--- config.mk ---
export PLATFORM = sky130hd
export DESIGN_NAME = fetch_ctrl_flat
export DESIGN_NICKNAME = d
export VERILOG_FILES = /design/src/rtl/fetch_pkg.sv /design/src/rtl/fetch_ctrl_if.sv /design/src/rtl/fetch_queue.sv /design/src/rtl/fetch_ctrl.sv /design/src/flat_wrapper.sv
export SDC_FILE = /design/constraint.sdc
export NUM_CORES = 1
export LEC_CHECK = 0
export CORE_UTILIZATION = 53
export CTS_BUF_LIST = sky130_fd_sc_hd__clkbuf_2
export DETAILED_ROUTE_END_ITERATION = 16
export PLACE_DENSITY = 0.82
export SLEW_MARGIN = 20
export SYNTH_ARGS = -nofsm -noshare
export SYNTH_HDL_FRONTEND = slang
export SYNTH_SLANG_ARGS = --single-unit
--- constraint.sdc ---
create_clock -name clk -period 6.6 [get_ports clk]
set_input_delay 1.32 -clock clk [delete_from_list [all_inputs] [get_ports clk]]
set_output_delay 1.32 -clock clk [all_outputs]
set_load 0.03 [all_outputs]
--- src/rtl/fetch_pkg.sv ---
// Shared types and constants for the RV32I instruction-fetch stage.
package fetch_pkg;
  localparam int unsigned XLEN = 32;
  localparam logic [XLEN-1:0] NOP_INSTR = 32'h0000_0013;
  localparam logic [XLEN-1:0] PC_STEP = 32'd4;

  typedef enum logic [1:0] {S_BOOT, S_RUN, S_WAIT} state_t;

  typedef struct packed {
    logic [XLEN-1:0] pc;
    logic [XLEN-1:0] instr;
  } fq_entry_t;

  function automatic logic [XLEN-1:0] align_pc(input logic [XLEN-1:0] a);
    return {a[XLEN-1:2], 2'b00};
  endfunction
endpackage

--- src/rtl/fetch_ctrl_if.sv ---
// Fetch-stage bus: instruction memory read port, redirect input and decode handshake.
interface fetch_ctrl_if;
  import fetch_pkg::*;

  logic            imem_req;
  logic [XLEN-1:0] imem_addr;
  logic [XLEN-1:0] imem_rdata;
  logic            redirect_valid;
  logic [XLEN-1:0] redirect_pc;
  logic            if_valid;
  logic            id_ready;
  logic [XLEN-1:0] if_instr;
  logic [XLEN-1:0] if_pc;

  modport master (
    output imem_req, imem_addr, if_valid, if_instr, if_pc,
    input  imem_rdata, redirect_valid, redirect_pc, id_ready
  );

  modport slave (
    input  imem_req, imem_addr, if_valid, if_instr, if_pc,
    output imem_rdata, redirect_valid, redirect_pc, id_ready
  );
endinterface

--- src/rtl/fetch_queue.sv ---
// Flushable FIFO of {pc, instr} fetch entries; flush overrides a same-cycle push.
module fetch_queue
  import fetch_pkg::*;
#(
  parameter int unsigned DEPTH = 2
) (
  input  logic                   clk,
  input  logic                   rst,
  input  logic                   push,
  input  logic                   pop,
  input  logic                   flush,
  input  fq_entry_t              wdata,
  output fq_entry_t              rdata,
  output logic [$clog2(DEPTH):0] occupancy,
  output logic                   full,
  output logic                   empty
);
  localparam int unsigned AW = $clog2(DEPTH);

  fq_entry_t mem [DEPTH];
  logic [AW:0] wr_ptr, rd_ptr;
  logic do_push, do_pop;

  assign occupancy = wr_ptr - rd_ptr;
  assign full      = (occupancy == (AW+1)'(DEPTH));
  assign empty     = (occupancy == '0);
  assign do_pop    = pop & ~empty;
  // A full queue still accepts a push when the head leaves in the same cycle.
  assign do_push   = push & (~full | do_pop);
  assign rdata     = mem[rd_ptr[AW-1:0]];

  always_ff @(posedge clk or negedge rst) begin
    if (!rst) begin
      wr_ptr <= '0;
      rd_ptr <= '0;
    end else if (flush) begin
      wr_ptr <= '0;
      rd_ptr <= '0;
    end else begin
      if (do_push) wr_ptr <= wr_ptr + 1'b1;
      if (do_pop)  rd_ptr <= rd_ptr + 1'b1;
    end
  end

  always_ff @(posedge clk) begin
    if (do_push && !flush) mem[wr_ptr[AW-1:0]] <= wdata;
  end
endmodule

--- src/rtl/fetch_ctrl.sv ---
// IF-stage fetch sequencer: owns the PC, issues imem reads, queues responses for decode.
// Optional FETCH_PERF_CNT_EN adds fetch and bubble performance counters.
module fetch_ctrl
  import fetch_pkg::*;
#(
  parameter logic [XLEN-1:0] RESET_PC = 32'h0000_0000,
  parameter int unsigned     FQ_DEPTH = 2
) (
  input  logic clk,
  input  logic rst,
  fetch_ctrl_if.master bus
`ifdef FETCH_PERF_CNT_EN
  ,
  output logic [XLEN-1:0] perf_fetch_cnt,
  output logic [XLEN-1:0] perf_bubble_cnt
`endif
);
  localparam int unsigned OW = $clog2(FQ_DEPTH) + 1;

  state_t          state, state_nxt;
  logic [XLEN-1:0] pc, pc_nxt, resp_pc;
  logic            inflight, issue, credit_ok;
  logic            pop, pop_eff, push;
  logic [OW-1:0]   occupancy;
  logic [OW:0]     demand;
  logic            fq_full, fq_empty;
  fq_entry_t       head, wr_entry;

  assign pop       = bus.if_valid & bus.id_ready;
  assign pop_eff   = pop & ~bus.redirect_valid;
  assign demand    = {1'b0, occupancy} + {{OW{1'b0}}, inflight} - {{OW{1'b0}}, pop};
  assign credit_ok = (demand < (OW+1)'(FQ_DEPTH));
  // A redirect kills the returning response; the flush also drops the queue.
  assign push      = inflight & ~bus.redirect_valid & (~fq_full | pop_eff);
  assign wr_entry  = '{pc: resp_pc, instr: bus.imem_rdata};

  always_comb begin
    state_nxt = state;
    pc_nxt    = pc;
    issue     = 1'b0;
    if (bus.redirect_valid) begin
      state_nxt = S_RUN;
      pc_nxt    = align_pc(bus.redirect_pc);
    end else begin
      unique case (state)
        S_BOOT: state_nxt = S_RUN;
        S_RUN: begin
          if (credit_ok) begin
            issue  = 1'b1;
            pc_nxt = pc + PC_STEP;
          end else begin
            state_nxt = S_WAIT;
          end
        end
        S_WAIT:  if (credit_ok) state_nxt = S_RUN;
        default: state_nxt = S_BOOT;
      endcase
    end
  end

  always_ff @(posedge clk or negedge rst) begin
    if (!rst) begin
      state    <= S_BOOT;
      pc       <= align_pc(RESET_PC);
      inflight <= 1'b0;
      resp_pc  <= '0;
    end else begin
      state    <= state_nxt;
      pc       <= pc_nxt;
      inflight <= issue;
      if (issue) resp_pc <= pc;
    end
  end

  fetch_queue #(.DEPTH(FQ_DEPTH)) u_fq (
    .clk       (clk),
    .rst       (rst),
    .push      (push),
    .pop       (pop_eff),
    .flush     (bus.redirect_valid),
    .wdata     (wr_entry),
    .rdata     (head),
    .occupancy (occupancy),
    .full      (fq_full),
    .empty     (fq_empty)
  );

  assign bus.imem_req  = issue;
  assign bus.imem_addr = issue ? pc : '0;
  assign bus.if_valid  = ~fq_empty;
  assign bus.if_instr  = fq_empty ? NOP_INSTR : head.instr;
  assign bus.if_pc     = fq_empty ? '0 : head.pc;

`ifdef FETCH_PERF_CNT_EN
  always_ff @(posedge clk or negedge rst) begin
    if (!rst) begin
      perf_fetch_cnt  <= '0;
      perf_bubble_cnt <= '0;
    end else begin
      if (pop_eff) perf_fetch_cnt <= perf_fetch_cnt + 1'b1;
      if (fq_empty && state != S_BOOT) perf_bubble_cnt <= perf_bubble_cnt + 1'b1;
    end
  end
`endif
endmodule
--- src/flat_wrapper.sv ---
// flat-port wrapper written by rule: the top's interface ports become plain ports
module fetch_ctrl_flat import fetch_pkg::*;
#(
  parameter logic [XLEN-1:0] RESET_PC = 32'h0000_0000,
  parameter int unsigned     FQ_DEPTH = 2
)
  (clk, rst, bus_imem_req, bus_imem_addr, bus_if_valid, bus_if_instr, bus_if_pc, bus_imem_rdata, bus_redirect_valid, bus_redirect_pc, bus_id_ready);
  fetch_ctrl_if bus_i ();
  input  logic clk;
  input  logic rst;
  output wire logic [$bits(bus_i.imem_req)-1:0] bus_imem_req;
  output wire logic [$bits(bus_i.imem_addr)-1:0] bus_imem_addr;
  output wire logic [$bits(bus_i.if_valid)-1:0] bus_if_valid;
  output wire logic [$bits(bus_i.if_instr)-1:0] bus_if_instr;
  output wire logic [$bits(bus_i.if_pc)-1:0] bus_if_pc;
  input wire logic [$bits(bus_i.imem_rdata)-1:0] bus_imem_rdata;
  input wire logic [$bits(bus_i.redirect_valid)-1:0] bus_redirect_valid;
  input wire logic [$bits(bus_i.redirect_pc)-1:0] bus_redirect_pc;
  input wire logic [$bits(bus_i.id_ready)-1:0] bus_id_ready;
  assign bus_imem_req = bus_i.imem_req;
  assign bus_imem_addr = bus_i.imem_addr;
  assign bus_if_valid = bus_i.if_valid;
  assign bus_if_instr = bus_i.if_instr;
  assign bus_if_pc = bus_i.if_pc;
  assign bus_i.imem_rdata = bus_imem_rdata;
  assign bus_i.redirect_valid = bus_redirect_valid;
  assign bus_i.redirect_pc = bus_redirect_pc;
  assign bus_i.id_ready = bus_id_ready;
  fetch_ctrl #(.RESET_PC(RESET_PC), .FQ_DEPTH(FQ_DEPTH)) u_core (.clk(clk), .rst(rst), .bus(bus_i));
endmodule
## After elaboration in Yosys (flattened, before gate mapping)

Memories as Yosys holds them, arrays and structs flattened.
Cells that the tools add are included.

| operators by class | value |
|---|---|
| bitwise logic cells | 11 |
| order comparisons | 1 |
| reductions and logical operators | 10 |
| mux-type cells | 19 |
| equal/unequal tests | 5 |
| add/subtract/negate cells | 6 |

Operators with widths:

| operator | count |
|---|---|
| 32-bit two-way mux | 6 |
| 32-bit by 3-bit adder with 32-bit output (second input constant) | 1 |
| 2-bit two-way mux | 7 |
| 2-bit nonzero test | 4 |
| 1-bit AND | 6 |
| 2-bit case mux with 3 select lines | 1 |
| 1-bit two-way mux | 5 |
| 2-bit by 1-bit adder with 2-bit output (second input constant) | 2 |
| 2-bit == test (second input constant) | 2 |
| 2-bit zero test | 2 |
| 2-bit AND reduction | 2 |
| 2-bit by 1-bit adder with 3-bit output | 1 |
| 3-bit by 2-bit less-than comparator with 1-bit output (second input constant) | 1 |
| 3-bit by 2-bit != test with 1-bit output (second input constant) | 1 |
| 3-bit != test (second input constant) | 1 |
| 1-bit inverter | 3 |
| 3-bit by 1-bit subtractor with 3-bit output | 1 |
| 2-bit by 1-bit == test with 1-bit output (second input constant) | 1 |
| 1-bit OR | 2 |
| 2-bit subtractor | 1 |
| 1-bit logical AND | 1 |
| 1-bit zero test | 1 |

| storage, ports and cells | value |
|---|---|
| bits of input ports | 68 |
| register bits | 71 |
| output and inout bits | 98 |
| memories | 1 |
| logic and storage cells | 59 |
| bits in writable memories | 128 |

Memory list:

| name | words | width | read ports | clocked after memory_dff | wr ports | line | source |
|---|---|---|---|---|---|---|---|
| u_core.u_fq.mem | 2 | 64 | 1 | 0 | 1 | fetch_queue.sv:20 | `fq_entry_t mem [DEPTH];` |

## Depth between registers and ports, before layout

| depth | value |
|---|---|
| depth in word-level cells | 11 |
| depth in mapped cells | 15 |
| mapped depth without buffers | 13 |

## Hierarchy

A second synthesis with hierarchy kept.

| unflattened totals | value |
|---|---|
| cells, all modules | 657 |
| area, all modules | 8,846.0 um^2 |

By module, submodules not included:

| module | times used | area each (um^2) | cells each | seq. area each (um^2) |
|---|---|---|---|---|
| fetch_queue | 1 | 4,909.7 | 235 | 3,943.8 |
| fetch_ctrl | 1 | 3,936.3 | 422 | 1,576.5 |

## Worst setup path after synthesis

No wires, ideal clock.

| timing path | value |
|---|---|
| kind | in2reg |
| start | in bus_redirect_valid |
| end | mem u_core.u_fq.mem[0][0] (netlist name) (enable) |
| required time | 6.042 ns |
| path slack | -0.173 ns |
| buffers on the path | 3 |
| setup time | 0.558 ns |
| arrival time | 6.215 ns |
| cell stages on the path | 4 |
| cells stage by stage | clkbuf_1 > clkbuf_1 > clkbuf_1 > nor3_1 |

| on the way | value |
|---|---|
| cells in the longest elaborated chain, start to end | 8 |
| elaborated cells on any way between the ends | 12 |
| classes of those cells | 2 x mux; 8 x bitwise; 2 x reduce/logical |

Ends and longest elaborated chain:

| item | line | source |
|---|---|---|
| start, declared | flat_wrapper.sv:17 | `input wire logic [$bits(bus_i.redirect_valid)-1:0] bus_redirect_valid;` |
| 1-bit inverter | fetch_ctrl.sv:30, fetch_ctrl.sv:34 |  |
| 1-bit AND | fetch_ctrl.sv:30 | `assign pop_eff = pop & ~bus.redirect_valid;` |
| 1-bit OR / 1-bit AND (equally long branches) | fetch_ctrl.sv:34, fetch_queue.sv:27 |  |
| 1-bit AND / 1-bit OR (equally long branches) | fetch_ctrl.sv:34, fetch_queue.sv:29 |  |
| 1-bit AND | fetch_queue.sv:29 | `assign do_push = push & (~full \| do_pop);` |
| 1-bit logical AND (*) | fetch_queue.sv:46 | `if (do_push && !flush) mem[wr_ptr[AW-1:0]] <= wdata;` |
| 1-bit two-way mux (*) | fetch_queue.sv:46 |  |
| 1-bit two-way mux (implied by the code) (*) | fetch_queue.sv:46 |  |
| end, declared | fetch_queue.sv:20 |  |

Mark *: on every way between the ends. The rest lies on a longest branch, timed or not.

## Final worst setup path

| timing path | value |
|---|---|
| start | reg u_core.u_fq.wr_ptr[0] |
| end | out bus_imem_req |

| on the way | value |
|---|---|
| cells in the longest elaborated chain, start to end | 9 |
| elaborated cells on any way between the ends | 10 |
| classes of those cells | 3 x add/sub; 1 x order compare; 3 x mux; 2 x bitwise; 1 x reduce/logical |

Ends and longest elaborated chain:

| item | line | source |
|---|---|---|
| start, declared | fetch_queue.sv:21 | `logic [AW:0] wr_ptr, rd_ptr;` |
| start signal, assigned | fetch_queue.sv:40 | `if (do_push) wr_ptr <= wr_ptr + 1'b1;` |
| 2-bit subtractor (*) | fetch_queue.sv:24 | `assign occupancy = wr_ptr - rd_ptr;` |
| branches (longest 3 deep; another with 2-bit by 1-bit adder with 3-bit output) | n/a |  |
| 3-bit by 1-bit subtractor with 3-bit output (*) | fetch_ctrl.sv:31 | `assign demand = {1'b0, occupancy} + {{OW{1'b0}}, inflight} - {{OW{1'b0}}, pop};` |
| 3-bit by 2-bit less-than comparator with 1-bit output (*) | fetch_ctrl.sv:32 | `assign credit_ok = (demand < (OW+1)'(FQ_DEPTH));` |
| 1-bit two-way mux (*) | fetch_ctrl.sv:48 | `if (credit_ok) begin` |
| 1-bit two-way mux (*) | fetch_ctrl.sv:45 | `unique case (state)` |
| 1-bit two-way mux (*) | fetch_ctrl.sv:41 | `if (bus.redirect_valid) begin` |
| end, declared | flat_wrapper.sv:11 | `output wire logic [$bits(bus_i.imem_req)-1:0] bus_imem_req;` |

Every way passes the cells marked *.

==> flow_summary.ini <==
[sta]
finalMaxSlewViolations = 0
min_period_over_period_pct = 93.23
hold_violations = 0
worst_slew_pin_slew_ns = 1.148
slew_headroom_pct = 23.48
rsz0062_at_grt = no
timing.hold.ws_ns = 0.5031
fmax_mhz = 162.5
setup_viol = 0
clock_skew_ns = 0.02995
period_needed_ns = 6.153
fin_tns_setup_ns = 0

[clock_network]
cts_buffers = 17
cts_tree = built
path_clk_slew_ns = 0.23
post_cts_buffers = 0
clk_path_buf_depth = 2
hold_buffers = 0
cts_sinks = 191
clock_latency_ns = 0.75
h-tree-depth = 4
root_buffer = clkbuf_2
post_cts_resize_count = 0

[die]
die_area_sq_um = 16030
die_y_um = 126.6
pin_count = 166
die_w_um = 126.6
design.core.area_sq_um = 15200
num_rows = 45
start_util_pct = 54.15

[logic_synthesis]
synth_edf_count = 124
synth_top_area_share_pct = 45.23
ys_seq_area_share_pct = 65.60
synth_top_area_cell = edfxtp_1
netlist_top_cells_area = edfxtp_1 (45%), dfrtp_1 (20%), mux2i_1 (7.7%)
async_flop_share_pct = 35.08
syn_inst = 622
synth_cell_types = 47
synth-seq-cells = 191
synth_common_cells = edfxtp_1 (124), nor2_1 (79), dfrtp_1 (67)
yosysMostFrequentCell = edfxtp_1
synth_flop_cell = edfxtp_1
syn_area_sq_um = 8232
ys_warn_count = 0
postSynthAreaPerCell_sq_um = 13.23

[global_routing]
gr-total-overflow = 0
antenna_found_initial = 1
grt_use_total_pct = 22.90
grt_pass1_vias = 5430
grt_max_degree = 68
grt_pass1_wl_um = 27860

[pwr]
peakVddDrop_mv = 0.2390
powerDensity_nw_per_um2 = 468.7
leakage_uw = 0.003664
pwr-share-comb_pct = 52.7
power_frac_seq_pct = 34.8
internal_power_uw = 2792
p_switching_uw = 2023
pwr-share-clk_pct = 12.5
switching_share_pct = 42.01

[run_status]
status = finished, violations left
violations = DRC

[cells_and_area]
drive_gt1_share_pct = 14.09
fin_area_sq_um = 10270
nNetsFinal = 847
area_growth_pct = 24.79

[placed_design]
routabilityCongestion = 0.8562
place_area_sq_um = 10010
hpwl_um = 11740
port_buffers = 159

[detailed_routing]
vias_per_cell = 5.559
wl_um = 17730
postRouteAntennaNets = 0
drc = 2
drt_first_pass_iters = 12
drt_iter0_drc = 447
vias = 5431
post_drt_wl_per_cell_um = 18.14

[setup_path]
path_class = reg2out
crit_fanout = 11
cp-end-kind = output pin
startpoint_type = flop
reg2reg_depth = 13
required_ns = 5.28
crit_arrival_ns = 4.83

[flow_run]
cap_violations = 0

[min_path]
worstHoldPathCells = 0
hold_class = reg2reg
-- cell families after synthesis --
family | count (synthesis) | share of synthesized area (%)
mux | 93 | 11.76
other cells | 1 | 0.04556
compound gates | 45 | 3.238
fa+ha+maj | 4 | 0.6993
xor+xnor | 23 | 2.812
simple gates | 218 | 13.45
flops | 191 | 65.60
buf+inv | 47 | 2.386
-- layout by cell type, fill, tap and decap left out, types with 3 or more instances in the layout --
master           synthesis  final
clkdlybuf4s50_1          0    128
edfxtp_1               124    124
nor2_1                  79     79
dfrtp_1                 67     66
mux2i_1                 63     63
and2_1                  34     33
mux2_2                  30     30
buf_4                    4     30
nand2_1                 28     28
o21ai_0                 21     21
clkbuf_2                 0     19
nand3_1                 14     14
xnor2_1                 14     14
nand4_1                 14     14
inv_1                   11     11
a31oi_1                 11     11
nor4_1                   8      8
or3_1                    8      8
buf_12                   0      8
nor3_1                   9      7
xor2_1                   6      6
nand2b_1                 5      5
clkinv_4                 0      5
nor2b_1                  4      4
conb_1                   1      4
nor3_2                   1      3
and3_1                   3      3
or4_1                    3      3
ha_1                     3      3
bufinv_16                0      3
-- per-layer routing --
metal | wire length (um) | vias to the layer above | part of all wire (%) | track usage (%)
met5 | 0 | - | 0 | 0
li1 | - | 2543 | - | -
met3 | 966 | 23 | 5.4 | 4.471
met4 | 266 | 0 | 1.5 | 8.150
met2 | 9058 | 197 | 51 | 39.42
met1 | 7435 | 2668 | 42 | 28.98
-- worst max-delay path: stages (launching register included) --
cell	delay [ns]
dfrtp_1	0.46
inv_1	0.16
ha_1	0.18
xnor3_2	0.50
and2_2	0.24
inv_1	0.16
and2_1	0.20
ha_1	0.24
nor2_1	0.13
fa_1	0.60
nor4_4	0.49
clkdlybuf4s50_1	0.75
-- flip-flops by register name (all words and copies together) (netlist names) --
name and cells:
u_core.resp_pc 30, u_core.inflight 1, u_core.state 2, u_core.u_fq.wr_ptr 2, u_core.pc 30, u_core.u_fq.rd_ptr 2, u_core.u_fq.mem 124
-- layout make-up --
type                            count  area [sq um]
Inverter                           11         41.29
Tap cell                          188         235.2
Timing Repair Buffer              167          1672
Clock buffer                       19         95.09
Fill cell                        1110          4930
Sequential cell                   191          5404
Multi-Input combinational cell    387          2658
Clock inverter                     13         165.2
Antenna cell                        1         2.502
-- power groups by stage --
stage | Sequential (uW) | Combinational [uW] | Clock [uW]
6_report | 1680 | 2540 | 603
4_1_cts | 1670 | 2560 | 615
2_1_floorplan | 1650 | 1640 | 0
3_5_place_dp | 1700 | 2550 | 0
3_3_place_gp | 1680 | 2500 | 0
5_1_grt | 1700 | 2680 | 660
-- final timing paths --
check	end	slack, ns	from
max in group asynchronous	u_core.u_fq.rd_ptr[0]	5.21	rst
min in group asynchronous	u_core.resp_pc[10]	0.71	rst
worst max register to register	u_core.pc[21]	1.64	u_core.u_fq.wr_ptr[0]
worst max-delay path	bus_imem_req	0.45	u_core.u_fq.wr_ptr[0]
worst min register to register	u_core.u_fq.mem[1][36]	0.50	u_core.resp_pc[4]
worst min-delay path	u_core.u_fq.mem[1][36]	0.50	u_core.resp_pc[4]
-- metrics by stage --
stage	cells	util [%]	setup WS (ns)	power, uW
after detailed placement	944	65.84	1.077	4250
after global routing	977	67.57	0.2218	5033
after floorplan	625	-	-0.1728	3282
after CTS	976	67.56	0.3845	4845
final	977	67.57	0.4471	4815
after global placement	944	65.84	1.089	4176
No activity file was read; power rests on OpenSTA's default activity.
